$ cat config.mk
export PLATFORM = sky130hd
export DESIGN_NAME = mc_control_unit_flat
export DESIGN_NICKNAME = d
export VERILOG_FILES = /design/src/rtl/mc_control_unit_if.sv /design/src/rtl/mc_control_unit.sv /design/src/flat_wrapper.sv
export SDC_FILE = /design/constraint.sdc
export NUM_CORES = 1
export LEC_CHECK = 0
export CORE_UTILIZATION = 55
export CTS_BUF_LIST = sky130_fd_sc_hd__clkbuf_2 sky130_fd_sc_hd__clkbuf_4 sky130_fd_sc_hd__clkbuf_8
export CTS_CLUSTER_DIAMETER = 40
export DETAILED_ROUTE_END_ITERATION = 7
export PLACE_DENSITY = 0.87
export SYNTH_ARGS = -nofsm -noshare
export SYNTH_HDL_FRONTEND = slang
export SYNTH_SLANG_ARGS = --single-unit
export TNS_END_PERCENT = 5
$ cat constraint.sdc
create_clock -name clk -period 4.6 [get_ports clk]
set_input_delay 1.15 -clock clk [delete_from_list [all_inputs] [get_ports clk]]
set_output_delay 1.15 -clock clk [all_outputs]
set_load 0.01 [all_outputs]
$ cat src/rtl/mc_control_unit_if.sv
// Bus between the multicycle control unit (master) and the datapath (slave):
// opcode / memory handshake in, datapath strobes, selects and status out.
interface mc_control_unit_if #(
  parameter int OPW    = 6,
  parameter int ALUOPW = 2
);
  logic [OPW-1:0]    opcode;
  logic              mem_ready;
  logic              pcwrite;
  logic              pcwritecond;
  logic              iord;
  logic              memread;
  logic              memwrite;
  logic              irwrite;
  logic              memtoreg;
  logic              regdst;
  logic              regwrite;
  logic              alusrca;
  logic [1:0]        alusrcb;
  logic [1:0]        pcsource;
  logic [ALUOPW-1:0] aluop;
  logic [3:0]        state;
  logic              done;
  logic              mem_timeout;
  logic              illegal_op;

  modport master (
    input  opcode, mem_ready,
    output pcwrite, pcwritecond, iord, memread, memwrite, irwrite, memtoreg,
           regdst, regwrite, alusrca, alusrcb, pcsource, aluop, state, done,
           mem_timeout, illegal_op
  );

  modport slave (
    output opcode, mem_ready,
    input  pcwrite, pcwritecond, iord, memread, memwrite, irwrite, memtoreg,
           regdst, regwrite, alusrca, alusrcb, pcsource, aluop, state, done,
           mem_timeout, illegal_op
  );
endinterface

$ cat src/rtl/mc_control_unit.sv
// Moore-FSM control unit for the multicycle MIPS datapath with memory-stall watchdog.
// Optional trap on unknown opcodes: define MC_CTRL_TRAP_EN.
module mc_control_unit #(
  parameter int OPW         = 6,
  parameter int ALUOPW      = 2,
  parameter int MEM_TIMEOUT = 16
) (
  input  logic              clk,
  input  logic              rst,
  mc_control_unit_if.master bus
);

  typedef enum logic [3:0] {
    S_IDLE   = 4'd0,
    S_FETCH  = 4'd1,
    S_DECODE = 4'd2,
    S_MEMADR = 4'd3,
    S_MEMRD  = 4'd4,
    S_MEMWB  = 4'd5,
    S_MEMWR  = 4'd6,
    S_EXEC   = 4'd7,
    S_ALUWB  = 4'd8,
    S_BRANCH = 4'd9,
    S_ADDIEX = 4'd10,
    S_ADDIWB = 4'd11,
    S_JUMP   = 4'd12,
    S_TRAP   = 4'd13
  } state_t;

  localparam logic [5:0] OP_RTYPE = 6'b000000;
  localparam logic [5:0] OP_LW    = 6'b100011;
  localparam logic [5:0] OP_SW    = 6'b101011;
  localparam logic [5:0] OP_BEQ   = 6'b000100;
  localparam logic [5:0] OP_J     = 6'b000010;
  localparam logic [5:0] OP_ADDI  = 6'b001000;

  localparam int              CNTW    = $clog2(MEM_TIMEOUT + 1);
  localparam logic [CNTW-1:0] CNT_MAX = CNTW'(MEM_TIMEOUT);

  // Zero-extending the code makes any set bit above [5:0] a non-match.
  function automatic logic op_is(input logic [OPW-1:0] op, input logic [5:0] code);
    return op == OPW'(code);
  endfunction

  state_t            state_reg, state_next;
  logic [CNTW-1:0]   wait_cnt_reg, wait_cnt_next;
  logic              timeout_reg;
  logic              in_wait;
  logic              wait_entry;

  logic              pcwrite_reg;
  logic              pcwritecond_reg;
  logic              iord_reg;
  logic              memread_reg;
  logic              memwrite_reg;
  logic              memtoreg_reg;
  logic              regdst_reg;
  logic              regwrite_reg;
  logic              alusrca_reg;
  logic [1:0]        alusrcb_reg;
  logic [1:0]        pcsource_reg;
  logic [ALUOPW-1:0] aluop_reg;
  logic              done_reg;

  always_comb begin
    state_next = state_reg;
    case (state_reg)
      S_IDLE:   state_next = S_FETCH;
      S_FETCH:  if (bus.mem_ready) state_next = S_DECODE;
      S_DECODE: begin
        if (op_is(bus.opcode, OP_RTYPE))
          state_next = S_EXEC;
        else if (op_is(bus.opcode, OP_LW) || op_is(bus.opcode, OP_SW))
          state_next = S_MEMADR;
        else if (op_is(bus.opcode, OP_BEQ))
          state_next = S_BRANCH;
        else if (op_is(bus.opcode, OP_J))
          state_next = S_JUMP;
        else if (op_is(bus.opcode, OP_ADDI))
          state_next = S_ADDIEX;
        else
`ifdef MC_CTRL_TRAP_EN
          state_next = S_TRAP;
`else
          state_next = S_FETCH;
`endif
      end
      S_MEMADR: begin
        if (op_is(bus.opcode, OP_SW))
          state_next = S_MEMWR;
        else if (op_is(bus.opcode, OP_LW))
          state_next = S_MEMRD;
        else
          state_next = S_FETCH;
      end
      S_MEMRD:  if (bus.mem_ready) state_next = S_MEMWB;
      S_MEMWB:  state_next = S_FETCH;
      S_MEMWR:  if (bus.mem_ready) state_next = S_FETCH;
      S_EXEC:   state_next = S_ALUWB;
      S_ALUWB:  state_next = S_FETCH;
      S_BRANCH: state_next = S_FETCH;
      S_ADDIEX: state_next = S_ADDIWB;
      S_ADDIWB: state_next = S_FETCH;
      S_JUMP:   state_next = S_FETCH;
      S_TRAP:   state_next = S_TRAP;
      default:  state_next = S_IDLE;
    endcase
  end

  // Wait counter restarts whenever a memory-access state is freshly entered.
  assign in_wait    = (state_reg == S_FETCH) || (state_reg == S_MEMRD) || (state_reg == S_MEMWR);
  assign wait_entry = ((state_next == S_FETCH) || (state_next == S_MEMRD) || (state_next == S_MEMWR))
                      && (state_next != state_reg);

  always_comb begin
    wait_cnt_next = wait_cnt_reg;
    if (wait_entry)
      wait_cnt_next = '0;
    else if (in_wait && !bus.mem_ready && (wait_cnt_reg != CNT_MAX))
      wait_cnt_next = wait_cnt_reg + 1'b1;
  end

  // Moore outputs are registered from the next state so they line up with state_reg.
  always_ff @(posedge clk) begin
    if (rst) begin
      state_reg       <= S_IDLE;
      wait_cnt_reg    <= '0;
      timeout_reg     <= 1'b0;
      pcwrite_reg     <= 1'b0;
      pcwritecond_reg <= 1'b0;
      iord_reg        <= 1'b0;
      memread_reg     <= 1'b0;
      memwrite_reg    <= 1'b0;
      memtoreg_reg    <= 1'b0;
      regdst_reg      <= 1'b0;
      regwrite_reg    <= 1'b0;
      alusrca_reg     <= 1'b0;
      alusrcb_reg     <= 2'b00;
      pcsource_reg    <= 2'b00;
      aluop_reg       <= '0;
      done_reg        <= 1'b0;
    end else begin
      state_reg    <= state_next;
      wait_cnt_reg <= wait_cnt_next;
      if (wait_cnt_reg == CNT_MAX)
        timeout_reg <= 1'b1;

      pcwrite_reg     <= 1'b0;
      pcwritecond_reg <= 1'b0;
      iord_reg        <= 1'b0;
      memread_reg     <= 1'b0;
      memwrite_reg    <= 1'b0;
      memtoreg_reg    <= 1'b0;
      regdst_reg      <= 1'b0;
      regwrite_reg    <= 1'b0;
      alusrca_reg     <= 1'b0;
      alusrcb_reg     <= 2'b00;
      pcsource_reg    <= 2'b00;
      aluop_reg       <= '0;
      done_reg        <= 1'b0;

      case (state_next)
        S_FETCH: begin
          memread_reg <= 1'b1;
          alusrcb_reg <= 2'b01;
        end
        S_DECODE: alusrcb_reg <= 2'b11;
        S_MEMADR: begin
          alusrca_reg <= 1'b1;
          alusrcb_reg <= 2'b10;
        end
        S_MEMRD: begin
          memread_reg <= 1'b1;
          iord_reg    <= 1'b1;
        end
        S_MEMWB: begin
          regwrite_reg <= 1'b1;
          done_reg     <= 1'b1;
        end
        S_MEMWR: begin
          memwrite_reg <= 1'b1;
          iord_reg     <= 1'b1;
        end
        S_EXEC: begin
          alusrca_reg <= 1'b1;
          aluop_reg   <= ALUOPW'(2'b10);
        end
        S_ALUWB: begin
          regdst_reg   <= 1'b1;
          regwrite_reg <= 1'b1;
          memtoreg_reg <= 1'b1;
          done_reg     <= 1'b1;
        end
        S_BRANCH: begin
          alusrca_reg     <= 1'b1;
          aluop_reg       <= ALUOPW'(2'b01);
          pcwritecond_reg <= 1'b1;
          pcsource_reg    <= 2'b01;
          done_reg        <= 1'b1;
        end
        S_ADDIEX: begin
          alusrca_reg <= 1'b1;
          alusrcb_reg <= 2'b10;
        end
        S_ADDIWB: begin
          regwrite_reg <= 1'b1;
          memtoreg_reg <= 1'b1;
          done_reg     <= 1'b1;
        end
        S_JUMP: begin
          pcwrite_reg  <= 1'b1;
          pcsource_reg <= 2'b10;
          done_reg     <= 1'b1;
        end
        default: ;
      endcase
    end
  end

`ifdef MC_CTRL_TRAP_EN
  logic illegal_reg;

  always_ff @(posedge clk) begin
    if (rst)
      illegal_reg <= 1'b0;
    else
      illegal_reg <= (state_next == S_TRAP);
  end

  assign bus.illegal_op = illegal_reg;
`else
  assign bus.illegal_op = 1'b0;
`endif

  // Only the handshake-completion strobes follow mem_ready within the cycle.
  assign bus.pcwrite     = pcwrite_reg | ((state_reg == S_FETCH) & bus.mem_ready);
  assign bus.irwrite     = (state_reg == S_FETCH) & bus.mem_ready;
  assign bus.done        = done_reg | ((state_reg == S_MEMWR) & bus.mem_ready);
  assign bus.pcwritecond = pcwritecond_reg;
  assign bus.iord        = iord_reg;
  assign bus.memread     = memread_reg;
  assign bus.memwrite    = memwrite_reg;
  assign bus.memtoreg    = memtoreg_reg;
  assign bus.regdst      = regdst_reg;
  assign bus.regwrite    = regwrite_reg;
  assign bus.alusrca     = alusrca_reg;
  assign bus.alusrcb     = alusrcb_reg;
  assign bus.pcsource    = pcsource_reg;
  assign bus.aluop       = aluop_reg;
  assign bus.state       = state_reg;
  assign bus.mem_timeout = timeout_reg;

endmodule
$ cat src/flat_wrapper.sv
// flat-port wrapper written by rule: the top's interface ports become plain ports
module mc_control_unit_flat 
#(
  parameter int OPW         = 6,
  parameter int ALUOPW      = 2,
  parameter int MEM_TIMEOUT = 16
)
  (clk, rst, bus_opcode, bus_mem_ready, bus_pcwrite, bus_pcwritecond, bus_iord, bus_memread, bus_memwrite, bus_irwrite, bus_memtoreg, bus_regdst, bus_regwrite, bus_alusrca, bus_alusrcb, bus_pcsource, bus_aluop, bus_state, bus_done, bus_mem_timeout, bus_illegal_op);
  mc_control_unit_if #(.OPW(OPW), .ALUOPW(ALUOPW)) bus_i ();
  input  logic clk;
  input  logic rst;
  input wire logic [$bits(bus_i.opcode)-1:0] bus_opcode;
  input wire logic [$bits(bus_i.mem_ready)-1:0] bus_mem_ready;
  output wire logic [$bits(bus_i.pcwrite)-1:0] bus_pcwrite;
  output wire logic [$bits(bus_i.pcwritecond)-1:0] bus_pcwritecond;
  output wire logic [$bits(bus_i.iord)-1:0] bus_iord;
  output wire logic [$bits(bus_i.memread)-1:0] bus_memread;
  output wire logic [$bits(bus_i.memwrite)-1:0] bus_memwrite;
  output wire logic [$bits(bus_i.irwrite)-1:0] bus_irwrite;
  output wire logic [$bits(bus_i.memtoreg)-1:0] bus_memtoreg;
  output wire logic [$bits(bus_i.regdst)-1:0] bus_regdst;
  output wire logic [$bits(bus_i.regwrite)-1:0] bus_regwrite;
  output wire logic [$bits(bus_i.alusrca)-1:0] bus_alusrca;
  output wire logic [$bits(bus_i.alusrcb)-1:0] bus_alusrcb;
  output wire logic [$bits(bus_i.pcsource)-1:0] bus_pcsource;
  output wire logic [$bits(bus_i.aluop)-1:0] bus_aluop;
  output wire logic [$bits(bus_i.state)-1:0] bus_state;
  output wire logic [$bits(bus_i.done)-1:0] bus_done;
  output wire logic [$bits(bus_i.mem_timeout)-1:0] bus_mem_timeout;
  output wire logic [$bits(bus_i.illegal_op)-1:0] bus_illegal_op;
  assign bus_i.opcode = bus_opcode;
  assign bus_i.mem_ready = bus_mem_ready;
  assign bus_pcwrite = bus_i.pcwrite;
  assign bus_pcwritecond = bus_i.pcwritecond;
  assign bus_iord = bus_i.iord;
  assign bus_memread = bus_i.memread;
  assign bus_memwrite = bus_i.memwrite;
  assign bus_irwrite = bus_i.irwrite;
  assign bus_memtoreg = bus_i.memtoreg;
  assign bus_regdst = bus_i.regdst;
  assign bus_regwrite = bus_i.regwrite;
  assign bus_alusrca = bus_i.alusrca;
  assign bus_alusrcb = bus_i.alusrcb;
  assign bus_pcsource = bus_i.pcsource;
  assign bus_aluop = bus_i.aluop;
  assign bus_state = bus_i.state;
  assign bus_done = bus_i.done;
  assign bus_mem_timeout = bus_i.mem_timeout;
  assign bus_illegal_op = bus_i.illegal_op;
  mc_control_unit #(.OPW(OPW), .ALUOPW(ALUOPW), .MEM_TIMEOUT(MEM_TIMEOUT)) u_core (.clk(clk), .rst(rst), .bus(bus_i));
endmodule
# [After elaboration in Yosys (flattened, before gate mapping)]
# Index checks and enable logic that the tools add are counted.
[totals] ff_bits=26 latchBits=0 mem_bits_rw=0 rom_bits=0 in_bits=9 word_cells=98 memories=0
[op_classes] add_sub_neg=1 multipliers=0 div=0 order_cmp=0 eq_ne=33 shift=0 mux=24 bitwise_logic=4 n_reduce_logical=20
[op_table] cell="4-bit equality test (second input constant)" n=11
[op_table] cell="4-bit 2-to-1 mux" n=9
[op_table] cell="4-bit one-hot mux with 9 select lines" n=1
[op_table] cell="4-bit by 3-bit equality test with 1-bit output (second input constant)" n=8
[op_table] cell="4-bit by 2-bit equality test with 1-bit output (second input constant)" n=4
[op_table] cell="6-bit equality test (second input constant)" n=2
[op_table] cell="1-bit 2-to-1 mux" n=10
[op_table] cell="2-bit OR reduction" n=5
[op_table] cell="4-bit by 1-bit equality test with 1-bit output (second input constant)" n=2
[op_table] cell="2-bit one-hot mux with 2 select lines" n=2
[op_table] cell="6-bit by 2-bit equality test with 1-bit output (second input constant)" n=1
[op_table] cell="6-bit by 3-bit equality test with 1-bit output (second input constant)" n=1
[op_table] cell="6-bit by 4-bit equality test with 1-bit output (second input constant)" n=1
[op_table] cell="6-bit logical NOT" n=1
[op_table] cell="2-bit one-hot mux with 3 select lines" n=1
[op_table] cell="6-bit OR reduction" n=1
[op_table] cell="5-bit by 1-bit adder with 5-bit output (second input constant)" n=1
[op_table] cell="5-bit equality test (second input constant)" n=1
[op_table] cell="1-bit logical OR" n=5
[op_table] cell="5-bit != test (second input constant)" n=1
[op_table] cell="5-bit OR reduction" n=1
[op_table] cell="4-bit logical NOT" n=1
[op_table] cell="4-bit != test" n=1
[op_table] cell="4-bit OR reduction" n=1
[op_table] cell="6 further kinds" n=10

# [Longest topological paths before layout]
# Gate-level depths: netlist of the first run.
[depth] ltp_word=12 ltp_mapped=8 depth_no_buf=7

# [Least setup slack after synthesis of the first run]
# Ideal clock, no wire load.
[synth_timing] kind="input -> register" from="in bus_mem_ready" to="reg u_core.wait_cnt_reg[1]" setup_ps=132 t_arrival_ps=2859 required_ps=4468 slack_ps=1610 stages=8 n_path_buf=2 cell_sequence="clkbuf_1 or4bb_1 a21oi_1 a2111oi_2 clkbuf_1 nand3b_1 a221oi_2 nor3_1"
[synth_via] elab_chain_len=7 word_cells_on_any_way=15 classes_between="eq/ne: 4; mux: 4; reduce/logical: 7"
[synth_rtl] item="start, declared" line_no="flat_wrapper.sv:13" source="input wire logic [$bits(bus_i.mem_ready)-1:0] bus_mem_ready;"
[synth_rtl] item="4-bit 2-to-1 mux (on tied branches)" line_no="mc_control_unit.sv:98, mc_control_unit.sv:69, mc_control_unit.sv:96"
[synth_rtl] item="4-bit one-hot mux with 9 select lines" line_no="mc_control_unit.sv:67" source="case (state_reg)"
[synth_rtl] item="4-bit by 1-bit equality test with 1-bit output or 4-bit by 3-bit equality test with 1-bit output (tied branches)" line_no="mc_control_unit.sv:112" source="assign wait_entry = ((state_next == S_FETCH) || (state_next == S_MEMRD) || (state_next == S_MEMWR))"
[synth_rtl] item="1-bit logical OR (2 in series)" line_no="mc_control_unit.sv:112"
[synth_rtl] item="1-bit logical AND" line_no="mc_control_unit.sv:113" source="&& (state_next != state_reg);"
[synth_rtl] item="2-bit OR reduction (no line)"
[synth_rtl] item="end signal, assigned" line_no="mc_control_unit.sv:144" source="wait_cnt_reg <= wait_cnt_next;"
[synth_rtl] item="end, declared" line_no="mc_control_unit.sv:46" source="logic [CNTW-1:0] wait_cnt_reg, wait_cnt_next;"
# Several ways; a longest one is shown, not always the timed one.
# A chain may end at the register's enable or synchronous reset.

# [Worst setup path after layout of the first run]
[layout_timing] from="in bus_mem_ready" to="out bus_pcwrite"
[layout_via] elab_chain_len=2
[layout_rtl] item="1-bit bitwise AND" line_no="mc_control_unit.sv:236" source="assign bus.pcwrite = pcwrite_reg | ((state_reg == S_FETCH) & bus.mem_ready);"
[layout_rtl] item="1-bit bitwise OR" line_no="mc_control_unit.sv:236"
[layout_rtl] item="end, declared" line_no="flat_wrapper.sv:14" source="output wire logic [$bits(bus_i.pcwrite)-1:0] bus_pcwrite;"
# Every way passes these cells.

==> impl_metrics.json, run 1 <==
{
  "die_width_microns": 51.3,
  "cp_num_buf_inv": 2,
  "htree_levels": 1,
  "hold-worst-slack_ns": 0.504,
  "cap_violations": 0,
  "cp.arrival_ns": 2.72,
  "fin_nets": 181,
  "cts_buffers": 3,
  "rsz0062_at_grt": "no",
  "place.gp.congestion": 0.859,
  "fmax_mhz": 258,
  "grt_start_max_net_pins": 22,
  "leakage_nw": 0.606,
  "final-setup-viol-count": 0,
  "final_common_cell": "clkdlybuf4s50_1",
  "finalHoldViolCount": 0,
  "critical_path.cell_chain": "clkdlybuf4s50_1 -> and3_1 -> or2_2 -> clkdlybuf4s50_1",
  "drv_slew": 0,
  "path_class": "input port to output port",
  "yosys.area_share.simple": 0.286,
  "ys.flop_type": "dfxtp_1",
  "cts.path.max_buffers": 2,
  "cpMostUsedCell": "clkdlybuf4s50_1",
  "cp.required_ns": 3.45,
  "grt_usage": 0.250,
  "ant_nets": 0,
  "dpl-instance-area_sq_mm": 0.00163,
  "drtPass1Iterations": 4,
  "synth_edf_count": 0,
  "synthAdderAreaFrac": 0.0187,
  "cts_tree": "done",
  "core_region_area_sq_mm": 0.00225,
  "antenna_found_initial": 0,
  "via_count": 1173,
  "cts-root-buf": "clkbuf_4",
  "hold_class": "register to register",
  "ir_worst_vdd_v": 0.000323,
  "hpwlAfterDp_mm": 2.18,
  "overflow": 0,
  "die-area_sq_mm": 0.00264,
  "crit_path_end_kind": "output port",
  "mostFrequentLayoutCells": "clkdlybuf4s50_1, dfxtp_1, nor2_1",
  "start_kind": "input port",
  "reg2reg_to": "u_core.wait_cnt_reg[4]$_SDFFE_PP0P_",
  "initial_core_util": 0.594,
  "synth_area_sq_mm": 0.00134,
  "slew_headroom": 0.267,
  "insertion_delay_ns": 0.32,
  "synthArstFlopShare": 0,
  "max_stage_delay_ns": 0.56,
  "hp-start": "u_core.bus.mem_timeout$_SDFFE_PP0N_",
  "synth_cell_types": 49,
  "status": "finished clean",
  "tightest_slew_ns": 1.09,
  "syn_area_per_cell_sq_um": 9.23,
  "path_delay_family": "buffers and inverters",
  "syn_nets": 156,
  "synth_seq_cells": 24,
  "tns_ns": 0,
  "drc": 0,
  "period_share": 0.842,
  "yosys_warnings": 0,
  "p_per_area_mw_per_mm2": 272,
  "synthMuxAreaShare": 0.00748,
  "rrSetupSlack_ns": 1.82,
  "synth_compound_area_frac": 0.202,
  "io_pins": 32,
  "clk_pin_slew_ns": 0.13,
  "synth_top_family_by_area": "simple AND/OR/NAND/NOR gates",
  "clock_skew_ns": 0.00575,
  "path_max_fanout": 9,
  "fin_ws_ns": 0.726,
  "fp.dieH_microns": 51.3,
  "min_path_cells": 2,
  "num_antenna_cells": 0,
  "ys_seq_area_frac": 0.359,
  "drive_above_1_share": 0.101,
  "port_buffers": 30,
  "postSynthCellCount": 145,
  "power.total_uw": 457,
  "grt_pass1_wl_mm": 4.89,
  "postCtsSetupRepairBufs": 0,
  "reg2reg_depth": 7,
  "largest_reg_flops": 5,
  "area_growth_pct": 25.6,
  "min_period_ns": 3.87,
  "first_global_vias": 1112,
  "rr_startpoint": "u_core.bus.state[1]$_SDFF_PP0_",
  "wl_mm": 2.99,
  "vias_per_cell": 5.95,
  "clkSinkCount": 24,
  "stdcell_area_sq_mm": 0.00168,
  "cts_resized": 0,
  "holdPathEnd": "u_core.bus.mem_timeout$_SDFFE_PP0N_",
  "dp_slack_ns": 0.741,
  "cts_hold_buf": 0,
  "synth_xor_area_frac": 0.0654,
  "wire_per_inst_microns": 15.2,
  "slowest_stage": "clkdlybuf4s50_1",
  "core.rowCount": 17,
  "drt_iter0_drc": 18
}
metal layers:
layer,vias to the layer above,part of all wire,GRT usage
met5,-,0,0
met4,0,0.027,0.0946
met3,10,0.037,0.0655
met2,27,0.51,0.465
met1,559,0.43,0.267
li1,577,-,-
tightest hold or removal path, delay by kind of cell, from the launching register on:
family | cells | cell delay, ns
and+or+nand+nor | 2 | 0.14
DFF | 1 | 0.34
cell usage after synthesis (all sizes together), types with 2 or more instances:
| cell type | instances | area [sq um] |
|---|---|---|
| dfxtp | 24 | 480 |
| nor2 | 12 | 45.0 |
| nor3 | 11 | 55.1 |
| xor2 | 7 | 61.3 |
| buf | 6 | 37.5 |
| clkbuf | 6 | 22.5 |
| a21oi | 5 | 25.0 |
| inv | 5 | 18.8 |
| nand2b | 4 | 25.0 |
| nor3b | 4 | 30.0 |
| nor4 | 4 | 25.0 |
| o21ai | 4 | 20.0 |
| a2111oi | 3 | 70.1 |
| and3 | 3 | 18.8 |
| nand3 | 3 | 15.0 |
| nor2b | 3 | 18.8 |
| xnor2 | 3 | 26.3 |
| a211oi | 2 | 20.0 |
| a21o | 2 | 15.0 |
| a221oi | 2 | 23.8 |
| a31oi | 2 | 12.5 |
| ha | 2 | 25.0 |
| nand2 | 2 | 7.51 |
| nand4 | 2 | 12.5 |
| nor4bb | 2 | 20.0 |
| or3 | 2 | 12.5 |
| or4bb | 2 | 22.5 |
how the worst max path moves through the flow:
| stage | cells after the start | start | end | slack [ns] |
|---|---|---|---|---|
| after floorplan | 8 | bus_mem_ready | u_core.wait_cnt_reg[1]$_SDFFE_PP0P_ | 1.61 |
| after global placement | 4 | bus_mem_ready | bus_pcwrite | 0.78 |
| after detailed placement | 4 | bus_mem_ready | bus_pcwrite | 0.74 |
| after CTS | 4 | bus_mem_ready | bus_pcwrite | 0.74 |
| after global routing | 4 | bus_mem_ready | bus_pcwrite | 0.68 |
| final | 4 | bus_mem_ready | bus_pcwrite | 0.73 |
area by class of cell:
class	instances	area, sq um
Clock buffer	3	22.5
Clock inverter	1	30.0
Fill cell	178	573
Inverter	5	18.8
Multi-Input combinational cell	104	779
Sequential cell	24	480
Tap cell	28	35.0
Timing Repair Buffer	32	315
per-stage QoR:
stage                     cells   util
final                       197  0.746
after global routing        197  0.746
after CTS                   197  0.746
after detailed placement    193  0.723
after global placement      193  0.723
after floorplan             145      -
where the power goes:
part	internal (mW)	total, mW	switching, mW
sequential	0.213	0.221	0.00755
clock	0.0882	0.152	0.0641
combinational	0.0412	0.0842	0.0430
cells by family after synthesis:
| group | Yosys count |
|---|---|
| xor gates and xnor gates | 10 |
| and+or+nand+nor | 61 |
| other | 1 |
| AOI/OAI and AO/OA | 29 |
| muxes | 1 |
| buffers and inverters | 17 |
| adders and majority gates | 2 |
| DFF | 24 |
No activity file was read; power rests on OpenSTA's default activity.
==> inputs of run 2 (changes only) <==
--- a/config.mk
+++ b/config.mk
@@ -5,11 +5,11 @@
 export SDC_FILE = /design/constraint.sdc
 export NUM_CORES = 1
 export LEC_CHECK = 0
-export CORE_UTILIZATION = 55
+export CORE_UTILIZATION = 51
 export CTS_BUF_LIST = sky130_fd_sc_hd__clkbuf_2 sky130_fd_sc_hd__clkbuf_4 sky130_fd_sc_hd__clkbuf_8
 export CTS_CLUSTER_DIAMETER = 40
 export DETAILED_ROUTE_END_ITERATION = 7
-export PLACE_DENSITY = 0.87
+export PLACE_DENSITY = 0.82
 export SYNTH_ARGS = -nofsm -noshare
 export SYNTH_HDL_FRONTEND = slang
 export SYNTH_SLANG_ARGS = --single-unit
==> constraint.sdc (replaced) <==
create_clock -name clk -period 4 [get_ports clk]
set_input_delay 1 -clock clk [delete_from_list [all_inputs] [get_ports clk]]
set_output_delay 1 -clock clk [all_outputs]
set_load 0.01 [all_outputs]
==> impl_metrics.json, run 2 (synthesized netlist as in run 1, its figures left out) <==
{
  "rrSetupSlack_ns": 1.33,
  "switching_power_uw": 131,
  "hold_class": "register to register",
  "cts_resized": 0,
  "mostFrequentLayoutCells": "clkdlybuf4s50_1, dfxtp_1, nor2_1",
  "path_class": "input port to output port",
  "leakage_nw": 0.616,
  "initial_core_util": 0.540,
  "status": "finished clean",
  "port_buffers": 30,
  "final-setup-viol-count": 0,
  "slew_headroom": 0.534,
  "hp-start": "u_core.bus.mem_timeout$_SDFFE_PP0N_",
  "clkPwrFrac": 0.332,
  "area_growth_pct": 26.9,
  "cts_tree": "done",
  "period_share": 0.842,
  "crit_path_end_kind": "output port",
  "via_count": 1183,
  "min_period_ns": 3.37,
  "core_region_area_sq_mm": 0.00248,
  "drtPass1Iterations": 4,
  "rsz0062_at_grt": "no",
  "cp.arrival_ns": 2.37,
  "cts_buffers": 3,
  "pwr-share-seq": 0.482,
  "wire_per_inst_microns": 14.6,
  "cap_violations": 0,
  "insertion_delay_ns": 0.32,
  "die_width_microns": 53.2,
  "grt_pass1_wl_mm": 4.99,
  "ant_nets": 0,
  "first_global_vias": 1109,
  "power.total_uw": 526,
  "cp.required_ns": 3.00,
  "htree_levels": 1,
  "fin_nets": 183,
  "cts-root-buf": "clkbuf_4",
  "holdPathEnd": "u_core.bus.mem_timeout$_SDFFE_PP0N_",
  "clock_skew_ns": 0.00828,
  "clkSinkCount": 24,
  "grt_start_max_net_pins": 22,
  "place.gp.congestion": 0.842,
  "antenna_found_initial": 0,
  "tightest_slew_ns": 0.696,
  "netSwitchingFraction": 0.249,
  "fp.dieH_microns": 53.2,
  "num_antenna_cells": 0,
  "grt_usage": 0.239,
  "final_common_cell": "clkdlybuf4s50_1",
  "drive_above_1_share": 0.111,
  "core.rowCount": 18,
  "finalHoldViolCount": 0,
  "io_pins": 32,
  "path_max_fanout": 3,
  "die-area_sq_mm": 0.00283,
  "cts.path.max_buffers": 2,
  "overflow": 0,
  "drv_slew": 0,
  "p_per_area_mw_per_mm2": 310,
  "rr_startpoint": "u_core.bus.state[1]$_SDFF_PP0_",
  "drt_iter0_drc": 31,
  "postCtsSetupRepairBufs": 0,
  "drc": 0,
  "crit_start": "bus_mem_ready",
  "vias_per_cell": 5.89,
  "reg2reg_to": "u_core.wait_cnt_reg[2]$_SDFFE_PP0P_",
  "min_path_cells": 2,
  "largest_reg_flops": 5,
  "start_kind": "input port",
  "cts_hold_buf": 0,
  "reg2reg_depth": 6,
  "power_frac_comb": 0.186,
  "wl_mm": 2.94,
  "internal_power_uw": 395,
  "clk_pin_slew_ns": 0.12,
  "ir_worst_vdd_v": 0.000403,
  "fmax_mhz": 297,
  "hpwlAfterDp_mm": 2.22,
  "tns_ns": 0
}
==> run 2: changes by cell type in the layout (fill, tap and decap cells not counted) <==
cell / previous run / this run
buf_4: 2 / 4
==> run 2: area by class of cell <==
type / instances / area (sq um)
Timing Repair Buffer: 34 / 330
Fill cell: 201 / 778
Tap cell: 30 / 37.5
Sequential cell: 24 / 480
Inverter: 5 / 18.8
Clock buffer: 3 / 22.5
Clock inverter: 1 / 30.0
Multi-Input combinational cell: 104 / 779
==> run 2: power groups by stage <==
stage	registers [mW]	clock network [mW]	logic, mW
global route	0.255	0.188	0.108
CTS	0.254	0.176	0.0980
detailed placement	0.259	0	0.0974
floorplan	0.257	0	0.0609
finish	0.254	0.175	0.0977
global placement	0.259	0	0.0947
==> run 2: stage by stage <==
stage	utilization	hold slack [ns]	setup WS [ns]	instances	instance area, sq um
2_1_floorplan	-	0.505	1.16	145	1340
3_3_place_gp	0.665	0.458	0.598	197	1650
3_5_place_dp	0.665	0.467	0.441	197	1650
4_1_cts	0.686	0.500	0.617	201	1700
5_1_grt	0.686	0.529	0.594	201	1700
6_report	0.686	0.494	0.633	201	1700
==> run 2: worst max-delay path, stage by stage <==
cell	delay [ns]
clkdlybuf4s50_1	0.42
and3_1	0.19
or2_2	0.28
clkdlybuf4s50_1	0.48
==> run 2: worst max-delay path by stage <==
stage                                          end  slack [ns]
2_1_floorplan  u_core.wait_cnt_reg[1]$_SDFFE_PP0P_        1.16
3_3_place_gp   u_core.wait_cnt_reg[0]$_SDFFE_PP0P_        0.60
3_5_place_dp   u_core.wait_cnt_reg[2]$_SDFFE_PP0P_        0.44
4_1_cts                                bus_pcwrite        0.62
5_1_grt                                bus_pcwrite        0.59
6_report                               bus_pcwrite        0.63
==> run 2: layer usage <==
metal / track usage / share of wire / vias up
li1: - / - / 582
met4: 0.0482 / 0.0027 / 0
met5: 0 / 0 / -
met1: 0.292 / 0.44 / 565
met3: 0.0603 / 0.039 / 2
met2: 0.417 / 0.52 / 34
